===== config.mk =====
export PLATFORM = sky130hd
export DESIGN_NAME = data_unpack_32to7
export DESIGN_NICKNAME = d
export VERILOG_FILES = /design/src/rtl/data_unpack_pkg.sv /design/src/rtl/data_unpack_acc.sv /design/src/rtl/data_unpack_32to7.sv
export SDC_FILE = /design/constraint.sdc
export NUM_CORES = 1
export LEC_CHECK = 0
export ABC_AREA = 1
export ABC_CLOCK_PERIOD_IN_PS = 5150
export CORE_MARGIN = 1.5
export CORE_UTILIZATION = 50
export DETAILED_ROUTE_END_ITERATION = 12
export PLACE_DENSITY_LB_ADDON = 0.25
export SYNTH_ARGS = -nofsm -noshare
export SYNTH_HDL_FRONTEND = slang
export SYNTH_SLANG_ARGS = --single-unit
export TNS_END_PERCENT = 50

===== constraint.sdc =====
create_clock -name clk -period 5.15 [get_ports clk]
set_input_delay 1.545 -clock clk [delete_from_list [all_inputs] [get_ports clk]]
set_output_delay 1.545 -clock clk [all_outputs]
set_load 0.05 [all_outputs]

===== src/rtl/data_unpack_pkg.sv =====
// data_unpack_pkg
//   Shared definitions for the 32-to-7 unpacker: default widths, derived
//   accumulator sizes and the FSM state type.
//   Optional feature macro: DATA_UNPACK_EOP_FLUSH_EN (see data_unpack_32to7).
package data_unpack_pkg;

    localparam int unsigned IN_W_DEF  = 32;
    localparam int unsigned OUT_W_DEF = 7;

    // Largest residual (OUT_W-1) plus one full input word.
    localparam int unsigned BUF_W = IN_W_DEF + OUT_W_DEF - 1;
    localparam int unsigned CNT_W = $clog2(BUF_W + 1);

    typedef enum logic {
        IDLE = 1'b0,
        EMIT = 1'b1
    } state_e;

endpackage


===== src/rtl/data_unpack_acc.sv =====
// data_unpack_acc
//   Bit accumulator for the unpacker. Holds the bit buffer and its fill
//   count. One cycle applies, in order: optional clear, optional append of
//   an input word above the residual bits, optional shift by OUT_W, and an
//   optional drop that empties the buffer after the shift.
//   Ports:
//     clk, rst      clock, synchronous active-high reset
//     clr_i         discard residual bits before appending
//     load_i        append data_i above the current residual
//     data_i        word to append, bit 0 lands at position cnt
//     shift_i       consume one OUT_W symbol from the bottom
//     drop_i        empty the buffer after this cycle's operations
//     sym_o         low OUT_W bits of the staged (post-append) buffer
//     stage_cnt_o   fill count of the staged (post-append) buffer
module data_unpack_acc
    import data_unpack_pkg::*;
#(
    parameter int unsigned IN_W  = IN_W_DEF,
    parameter int unsigned OUT_W = OUT_W_DEF
) (
    input  logic                                 clk,
    input  logic                                 rst,
    input  logic                                 clr_i,
    input  logic                                 load_i,
    input  logic [IN_W-1:0]                      data_i,
    input  logic                                 shift_i,
    input  logic                                 drop_i,
    output logic [OUT_W-1:0]                     sym_o,
    output logic [$clog2(IN_W+OUT_W)-1:0]        stage_cnt_o
);

    localparam int unsigned BW = IN_W + OUT_W - 1;
    localparam int unsigned CW = $clog2(BW + 1);

    localparam logic [CW-1:0] IN_W_C  = CW'(IN_W);
    localparam logic [CW-1:0] OUT_W_C = CW'(OUT_W);

    logic [BW-1:0] buf_q, buf_d;
    logic [CW-1:0] cnt_q, cnt_d;
    logic [BW-1:0] base_buf, stg_buf;
    logic [CW-1:0] base_cnt, stg_cnt;

    always_comb begin
        base_buf = clr_i ? '0 : buf_q;
        base_cnt = clr_i ? '0 : cnt_q;

        stg_buf = base_buf;
        stg_cnt = base_cnt;
        if (load_i) begin
            stg_buf = base_buf | (BW'(data_i) << base_cnt);
            stg_cnt = base_cnt + IN_W_C;
        end

        buf_d = stg_buf;
        cnt_d = stg_cnt;
        if (shift_i) begin
            buf_d = stg_buf >> OUT_W;
            cnt_d = (stg_cnt >= OUT_W_C) ? (stg_cnt - OUT_W_C) : '0;
        end

        if (drop_i) begin
            buf_d = '0;
            cnt_d = '0;
        end
    end

    always_ff @(posedge clk) begin
        if (rst) begin
            buf_q <= '0;
            cnt_q <= '0;
        end else begin
            buf_q <= buf_d;
            cnt_q <= cnt_d;
        end
    end

    assign sym_o       = stg_buf[OUT_W-1:0];
    assign stage_cnt_o = stg_cnt;

endmodule


===== src/rtl/data_unpack_32to7.sv =====
// data_unpack_32to7
//   Unpacks a stream of IN_W-bit words into OUT_W-bit symbols, LSB first,
//   carrying leftover bits across word boundaries and preserving packet
//   framing. No output back-pressure: a word is taken only in IDLE and its
//   symbols are then emitted back to back.
//   Optional feature: define DATA_UNPACK_EOP_FLUSH_EN to emit the 1..OUT_W-1
//   residual bits of an eop word as a final zero-padded symbol; otherwise
//   those bits are dropped.
//   Ports:
//     clk, rst    clock, synchronous active-high reset
//     valid_in    data_in/sop_in/eop_in are valid
//     data_in     input word, bit 0 consumed first
//     sop_in      first word of a packet (discards residual bits)
//     eop_in      last word of a packet
//     ready_out   a word can be accepted this cycle
//     valid_out   data_out holds a symbol
//     data_out    output symbol
//     sop_out     first symbol of a packet
//     eop_out     last symbol of a packet
module data_unpack_32to7
    import data_unpack_pkg::*;
#(
    parameter int unsigned IN_W  = IN_W_DEF,
    parameter int unsigned OUT_W = OUT_W_DEF
) (
    input  logic              clk,
    input  logic              rst,
    input  logic              valid_in,
    input  logic [IN_W-1:0]   data_in,
    input  logic              sop_in,
    input  logic              eop_in,
    output logic              ready_out,
    output logic              valid_out,
    output logic [OUT_W-1:0]  data_out,
    output logic              sop_out,
    output logic              eop_out
);

    localparam int unsigned BW = IN_W + OUT_W - 1;
    localparam int unsigned CW = $clog2(BW + 1);

    localparam logic [CW-1:0] OUT_W_C = CW'(OUT_W);

    state_e            state_q;
    logic              ready_q;
    logic              valid_q;
    logic [OUT_W-1:0]  data_q;
    logic              sop_q;
    logic              eop_q;
    logic              last_q;      // symbol on the outputs is the last of its word
    logic              eop_pend_q;

    logic              accept;
    logic              emitting;
    logic              eop_cur;
    logic              last_sym;
    logic              drop;
    logic [OUT_W-1:0]  sym;
    logic [CW-1:0]     stage_cnt;
    logic [CW-1:0]     rem;

    assign accept   = valid_in && ready_q;
    // A symbol is produced on the accept edge itself so that the first
    // symbol is already registered in the cycle following acceptance.
    assign emitting = accept || ((state_q == EMIT) && !last_q);
    assign eop_cur  = accept ? eop_in : eop_pend_q;
    assign rem      = (stage_cnt >= OUT_W_C) ? (stage_cnt - OUT_W_C) : '0;

`ifdef DATA_UNPACK_EOP_FLUSH_EN
    logic flush_next;
    assign flush_next = eop_cur && (rem != '0);
    assign last_sym   = (rem < OUT_W_C) && !flush_next;
`else
    assign last_sym   = rem < OUT_W_C;
`endif

    // At the end of a packet whatever is left is discarded so the next
    // packet starts from an empty buffer.
    assign drop = emitting && last_sym && eop_cur;

    data_unpack_acc #(
        .IN_W  (IN_W),
        .OUT_W (OUT_W)
    ) u_acc (
        .clk         (clk),
        .rst         (rst),
        .clr_i       (accept && sop_in),
        .load_i      (accept),
        .data_i      (data_in),
        .shift_i     (emitting),
        .drop_i      (drop),
        .sym_o       (sym),
        .stage_cnt_o (stage_cnt)
    );

    always_ff @(posedge clk) begin
        if (rst) begin
            state_q    <= IDLE;
            ready_q    <= 1'b1;
            valid_q    <= 1'b0;
            data_q     <= '0;
            sop_q      <= 1'b0;
            eop_q      <= 1'b0;
            last_q     <= 1'b0;
            eop_pend_q <= 1'b0;
        end else begin
            case (state_q)
                IDLE: begin
                    if (accept) begin
                        state_q    <= EMIT;
                        ready_q    <= 1'b0;
                        valid_q    <= 1'b1;
                        data_q     <= sym;
                        sop_q      <= sop_in;
                        eop_q      <= eop_in && last_sym;
                        last_q     <= last_sym;
                        eop_pend_q <= eop_in;
                    end else begin
                        valid_q <= 1'b0;
                        data_q  <= '0;
                        sop_q   <= 1'b0;
                        eop_q   <= 1'b0;
                    end
                end
                EMIT: begin
                    if (last_q) begin
                        state_q    <= IDLE;
                        ready_q    <= 1'b1;
                        valid_q    <= 1'b0;
                        data_q     <= '0;
                        sop_q      <= 1'b0;
                        eop_q      <= 1'b0;
                        last_q     <= 1'b0;
                        eop_pend_q <= 1'b0;
                    end else begin
                        valid_q <= 1'b1;
                        data_q  <= sym;
                        sop_q   <= 1'b0;
                        eop_q   <= eop_cur && last_sym;
                        last_q  <= last_sym;
                    end
                end
                default: begin
                    state_q <= IDLE;
                    ready_q <= 1'b1;
                    valid_q <= 1'b0;
                end
            endcase
        end
    end

    assign ready_out = ready_q;
    assign valid_out = valid_q;
    assign data_out  = data_q;
    assign sop_out   = sop_q;
    assign eop_out   = eop_q;

endmodule


==> results of run 1 <==
==> stage by stage <==
step                      setup slack [ns]  area (µm²)  instances  hold slack [ns]
after floorplan                       1.66        4670        869            0.453
after detailed placement             0.814        5160        994            0.474
after CTS                             1.15        5340       1009            0.485
after global placement               0.976        5160        994            0.469
after global routing                 0.810        5340       1009            0.502
final                                 1.10        5340       1009            0.484
==> worst min path at each step <==
stage,startpoint,to,slack [ns],depth (start not counted)
floorplan,u_acc.buf_q[6]$_SDFF_PP0_,data_out[6]$_SDFF_PP0_,0.45,2
global placement,u_acc.buf_q[6]$_SDFF_PP0_,data_out[6]$_SDFF_PP0_,0.47,2
detailed placement,u_acc.buf_q[6]$_SDFF_PP0_,data_out[6]$_SDFF_PP0_,0.47,2
CTS,u_acc.buf_q[6]$_SDFF_PP0_,data_out[6]$_SDFF_PP0_,0.48,2
global route,u_acc.buf_q[6]$_SDFF_PP0_,data_out[6]$_SDFF_PP0_,0.50,2
finish,u_acc.buf_q[6]$_SDFF_PP0_,data_out[6]$_SDFF_PP0_,0.48,2
==> power by group <==
part	internal, µW	switching (µW)	leakage (µW)
Sequential	516	41.6	0.000468
Combinational	342	759	0.00228
Clock	218	171	0.0000929
Total	1080	972	0.00284
==> flip-flops by register name (all words and copies together), names as in the netlist <==
signal,count
last_q,1
sop_out,1
valid_out,1
eop_out,1
u_acc.cnt_q,6
u_acc.buf_q,38
eop_pend_q,1
ready_out,1
data_out,7
==> critical path, stage by stage <==
cell and delay [ns]:
clkdlybuf4s50_1 0.43, nand3_2 0.21, nand2_1 0.11, inv_1 0.45, nand2_1 0.17, nand2_2 0.13, inv_2 0.05, o21ai_1 0.17
nand2_1 0.08, nor2_1 0.17, nand2_1 0.09, nand2_2 0.24, buf_4 0.28, nor2_1 0.06, nand2_1 0.06, inv_1 0.04
==> final cells by class <==
type	count	area (µm²)
Multi-Input combinational cell	677	2990
Fill cell	966	3810
Tap cell	111	139
Clock buffer	11	131
Clock inverter	4	45.0
Timing Repair Buffer	59	561
Sequential cell	57	1140
Inverter	90	338
==> cells in the final DEF, fill, tap and decap left out, drive strengths merged <==
| cell type | instances |
|---|---|
| and3 | 1 |
| a22oi | 1 |
| clkdlybuf4s50 | 47 |
| nand3b | 1 |
| o22ai | 1 |
| o32ai | 1 |
| inv | 86 |
| nand4 | 5 |
| xor2 | 1 |
| ha | 1 |
| nor3 | 2 |
| nand3 | 198 |
| dfxtp | 57 |
| o21ai | 44 |
| clkinv | 7 |
| a31oi | 1 |
| a21oi | 22 |
| clkbuf | 11 |
| o31ai | 3 |
| nand2 | 314 |
| and2 | 2 |
| bufinv | 1 |
| buf | 12 |
| nor2 | 79 |
==> logic make-up after synthesis <==
logic type / Yosys count / synth area share
adders and majority gates: 1 / 0.00268
AOI/OAI and AO/OA: 73 / 0.0825
xor gates and xnor gates: 1 / 0.00187
and+or+nand+nor: 602 / 0.552
DFF: 57 / 0.244
buffers and inverters: 135 / 0.117
==> routing by layer <==
| metal | wire length [µm] | vias to the layer above | GRT usage | share of wire |
|---|---|---|---|---|
| met2 | 7150 | 216 | 0.524 | 0.46 |
| met4 | 318 | 0 | 0.0802 | 0.021 |
| met5 | 0 | - | 0 | 0 |
| met1 | 7050 | 2567 | 0.430 | 0.45 |
| met3 | 976 | 33 | 0.0590 | 0.063 |
| li1 | - | 2839 | - | - |
==> results by group, run 1 <==
Layout
  – Area Overhead vs Synth: 14.3%
  – # nets final: 932
  – Antenna cell count: 0
  – Share of cells above drive strength 1: 0.0445
  – Final Util: 0.584

Die
  – Core area: 9150 µm²
  – Overall die width: 99.7 µm
  – I/O pins: 48
  – Die area: 9940 µm²
  – Std-Cell Rows: 35
  – Die Height: 99.7 µm
  – Initial Utilization: 0.511

Synth
  – Cell taking the most area after synthesis: nand2_1
  – Top-area cell type share of the netlist area: 0.247
  – Syn nets: 907
  – Top FF cell, synth: dfxtp_1
  – Syn avg cell area: 5.38 µm²
  – Fraction of registers with async set/reset: 0
  – Yosys warnings: 0
  – Sequential cell area fraction in the yosys report: 0.244
  – Post-synth EDFFs: 0
  – Synthesized flop and latch total: 57
  – Unique masters post-synth: 32
  – Syn Inst Count: 869
  – Synth cell count leaders: nand2_1 (307), nand3_1 (197), inv_1 (82)
  – Top-count cell post-synth: nand2_1
  – Synthesized cell area: 4670 µm²
  – Largest cells by area after synthesis: nand2_1 (25%), dfxtp_1 (24%), nand3_1 (21%)

Global route
  – Vias in the first global route: 5,097
  – Largest net degree at the start of global routing: 41
  – First-pass GRT wire length: 25,000 µm
  – Initial antenna violation count: 0
  – Global Route Usage Sum: 0.319
  – Grt ovf: 0

Setup path
  – Setup crit start kind: input pin
  – Critical path arrival: 4.29 ns
  – R2R Setup Slk: 2.01 ns
  – Worst Setup SP: valid_in
  – Setup crit end kind: flip-flop
  – Worst flop-to-flop path endpoint: u_acc.buf_q[19]$_SDFF_PP0_
  – Worst EP required: 5.38 ns
  – Crit Path Max Fanout: 18
  – Setup CP Type: in -> reg
  – Critical R2R Launch: u_acc.cnt_q[0]$_SDFF_PP0_
  – Worst Setup EP: u_acc.buf_q[19]$_SDFF_PP0_
  – Reg2reg path depth: 15

Drt
  – Detailed-route DRC error count: 0
  – Antenna Nets Post-Route: 0
  – Initial drt markers: 488
  – Total routed wirelength: 15,500 µm
  – Post-DR wirelength/cell: 15.4 µm
  – Vias: 5,655
  – Vias per cell: 5.60
  – Pre-antenna DRT Iters: 5

Clock tree
  – # Post-CTS Setup Buffers: 0
  – Post_cts resized: 0
  – Clock transition at the registers of the reported paths: 0.06 ns
  – Sink Count: 57
  – CTS tree: done
  – CTS Hold Bufs: 0
  – Total number of H-tree levels: 3
  – CTS Buf Count: 9
  – Max clock buf depth: 2
  – Root Buffer: clkbuf_8
  – Clock Latency Late Sink: 0.33 ns

STA
  – Number of setup violations in the final report: 0
  – RSZ-0062 raised after global routing: false
  – Worst slew margin: 0.338
  – Worst-margin pin slew: 0.992 ns
  – Final Hold Viols: 0
  – Maximum clock rate: 0.247 GHz
  – Clock skew: 0.00785 ns
  – Slew Viols, Final: 0
  – Minimum clock period: 4.05 ns
  – Final setup TNS: 0 ns
  – Period utilisation layout: 0.787

Power
  – Maximum VDD drop: 0.231 mV
  – Tot Pwr: 2050 µW
  – Pwr/cell area: 384 nW/µm²
  – Total leakage power: 0.00284 µW

Status
  – Outcome: completed

Hold path
  – Worst min path class: reg -> reg

Placement
  – Hpwl dp: 11,700 µm
  – Port bufs: 47
  – GP Congestion: 1.00

Run
  – Max Cap Viol: 0
(Power assumes the default switching activity.)
==> run 2, diff against run 1 <==
ABC_CLOCK_PERIOD_IN_PS = 3300   (was 5150)
clock period = 3.3 ns   (was 5.15 ns; I/O delays follow)
==> run 2 against run 1 <==
Compared with the run above:
- sequential share of layout area shrank 0.91 points
- via count is 0.60% higher
- clock power up 46%
- highest routed layer unchanged
==> results by group, run 2 (same netlist as run 1, synthesis figures left out) <==
Status
  – Outcome: completed

Global route
  – Global Route Usage Sum: 0.326 (+0.00723)
  – Initial antenna violation count: 0 (unchanged)
  – First-pass GRT wire length: 25,800 µm (+3.4%)
  – Grt ovf: 0 (unchanged)
  – Vias in the first global route: 5,425 (+6.4%)
  – Largest net degree at the start of global routing: 38 (-7.3%)

Layout
  – Final Util: 0.610 (+0.0261)
  – Antenna cell count: 0 (unchanged)
  – Non-Filler Instances: 1,037 (+2.8%)
  – Max reg flops: 38 (unchanged)
  – Commonest non-fill, non-tap cell in the layout: nand2_1
  – Area Overhead vs Synth: 19.4%
  – Share of cells above drive strength 1: 0.0756 (+0.0311)
  – Post-route cell area: 5580 µm² (+4.5%)
  – # nets final: 959 (+2.9%)
  – Reg with most FFs: u_acc.buf_q
  – Most frequent cells in the layout: nand2_1 (306), nand3_1 (197), inv_1 (82)

Setup path
  – CP max-delay cell: clkdlybuf4s50_1
  – Setup crit start kind: input pin
  – Critical path arrival: 3.22 ns (-1.07 ns)
  – Setup crit end kind: flip-flop
  – Crit path max-delay family: simple AND/OR/NAND/NOR gates
  – Critical Path Most Common Cell: nand2_1
  – Setup CP Type: in -> reg
  – Worst EP required: 3.52 ns (-1.86 ns)
  – Worst Path Buf+Inv: 4 (-1)
  – Max incr delay on CP: 0.50 ns (+0.05 ns)
  – Crit Path Max Fanout: 8 (-10)
  – Cell Chain, Critical Path: clkdlybuf4s50_1 > nand3_2 > nand2_1 > inv_2 > ha_1 > nand2_1 > nand2_2 > inv_2 > nand2_2 > o21ai_1 > nand2_1 > nor2_1 > nand2_1 > nand2_2 > inv_1 > nand2_1 > nor2_1

Power
  – Clk pwr share: 0.174 (-0.016)
  – Maximum VDD drop: 0.370 mV (+60%)
  – Switching pwr: 1550 µW (+59%)
  – Pwr/cell area: 587 nW/µm² (+53%)
  – Comb pwr share: 0.567 (+0.029)
  – Total leakage power: 0.00298 µW (+5.0%)
  – Pint: 1730 µW (+60%)
  – Seq pwr share: 0.259 (-0.013)
  – Sw Share: 0.473 (-0.00189)

Placement
  – Port bufs: 47 (unchanged)
  – Hpwl dp: 12,000 µm (+2.3%)
  – Placement Cell Area: 5410 µm² (+4.7%)
  – Dpl cells: 1,021 (+2.7%)
  – GP Congestion: 0.977 (-2.5%)

Clock tree
  – Sink Count: 57 (unchanged)
  – CTS Buf Count: 9 (unchanged)
  – CTS tree: done
  – Clock transition at the registers of the reported paths: 0.06 ns (about the same)
  – Clock Latency Late Sink: 0.34 ns (about the same)
  – Max clock buf depth: 2 (unchanged)
  – Total number of H-tree levels: 3 (unchanged)
  – Root Buffer: clkbuf_8
  – CTS Hold Bufs: 0 (unchanged)

STA
  – Final setup TNS: 0 ns (unchanged)
  – Minimum clock period: 3.00 ns
  – RSZ-0062 raised after global routing: false
  – Period utilisation layout: 0.910
  – Worst slew margin: 0.627 (+0.289)
  – Slew Viols, Final: 0 (unchanged)
  – WHS: 0.482 ns (-0.00183 ns)
  – Worst-margin pin slew: 0.557 ns (-0.435 ns)
  – Clock skew: 0.00683 ns (-0.00102 ns)
  – Final Hold Viols: 0 (unchanged)
  – Maximum clock rate: 0.333 GHz
  – Number of setup violations in the final report: 0 (unchanged)

Die
  – Std-Cell Rows: 35 (unchanged)
  – Die Height: 99.7 µm (unchanged)
  – Core area: 9150 µm² (unchanged)
  – I/O pins: 48 (unchanged)
  – Die area: 9940 µm² (unchanged)
  – Initial Utilization: 0.511 (unchanged)
  – Overall die width: 99.7 µm (unchanged)

Hold path
  – Worst min path class: reg -> reg

Drt
  – Detailed-route DRC error count: 0 (unchanged)
  – Pre-antenna DRT Iters: 5 (unchanged)
  – Antenna Nets Post-Route: 0 (unchanged)
  – Vias: 5,689 (+0.60%)
  – Vias per cell: 5.49 (-2.1%)
  – Post-DR wirelength/cell: 15.0 µm (-2.3%)
  – Initial drt markers: 370 (-24%)
  – Total routed wirelength: 15,600 µm (+0.37%)

Run
  – Max Cap Viol: 0 (unchanged)
## run 2: path summary, 6_finish.rpt
path                                                start                          to  slack (ns)  depth (start not counted)
worst min register to register  u_acc.buf_q[6]$_SDFF_PP0_      data_out[6]$_SDFF_PP0_        0.48                          2
worst max register to register  u_acc.cnt_q[0]$_SDFF_PP0_  u_acc.buf_q[11]$_SDFF_PP0_        0.99                         15
worst max-delay path                             valid_in  u_acc.buf_q[11]$_SDFF_PP0_        0.30                         17
worst min-delay path            u_acc.buf_q[6]$_SDFF_PP0_      data_out[6]$_SDFF_PP0_        0.48                          2
## run 2: routing by layer
metal | routed length (µm) | vias up | GRT usage
met4 | 344 | 0 | 0.0953
li1 | - | 2896 | -
met2 | 7130 | 203 | 0.539
met1 | 7080 | 2563 | 0.431
met5 | 0 | - | 0
met3 | 995 | 27 | 0.0618
## run 2: power by group through the flow
stage | combinational, µW | sequential (µW) | clock, µW
after floorplan | 1210 | 894 | 0
after global placement | 1790 | 859 | 0
after detailed placement | 1810 | 862 | 0
after CTS | 1820 | 847 | 583
after global routing | 2080 | 857 | 621
final | 1860 | 847 | 570
## run 2: worst register-to-register path, cell delays in order, from the launching register on
cell	delay, ns
dfxtp_1	0.31
buf_4	0.28
nand2_2	0.14
inv_1	0.09
ha_1	0.17
nand2_1	0.09
nand2_2	0.10
inv_2	0.05
o21ai_1	0.20
nand2_1	0.08
nor2_1	0.16
nand2_1	0.08
nand2_2	0.11
inv_1	0.16
nand2_1	0.13
nor2_1	0.05
## run 2: layout make-up
cell class,count,area [µm²]
Clock buffer,11,141
Clock inverter,5,31.3
Fill cell,972,3570
Inverter,90,338
Multi-Input combinational cell,677,2990
Sequential cell,57,1140
Tap cell,111,139
Timing Repair Buffer,86,801
## run 2: metrics by stage
step / setup WS, ns / power, µW
3_5_place_dp: -0.0343 / 2680
6_report: 0.298 / 3270
2_1_floorplan: 0.365 / 2110
4_1_cts: 0.318 / 3250
5_1_grt: 0.0174 / 3560
3_3_place_gp: 0.0855 / 2650
## run 2: timing repair
| action | in CTS | in global routing |
|---|---|---|
| gates resized for setup | 0 | 1 |
| setup buffers | 0 | 0 |
| endpoints found under the setup margin | 0 | 6 |
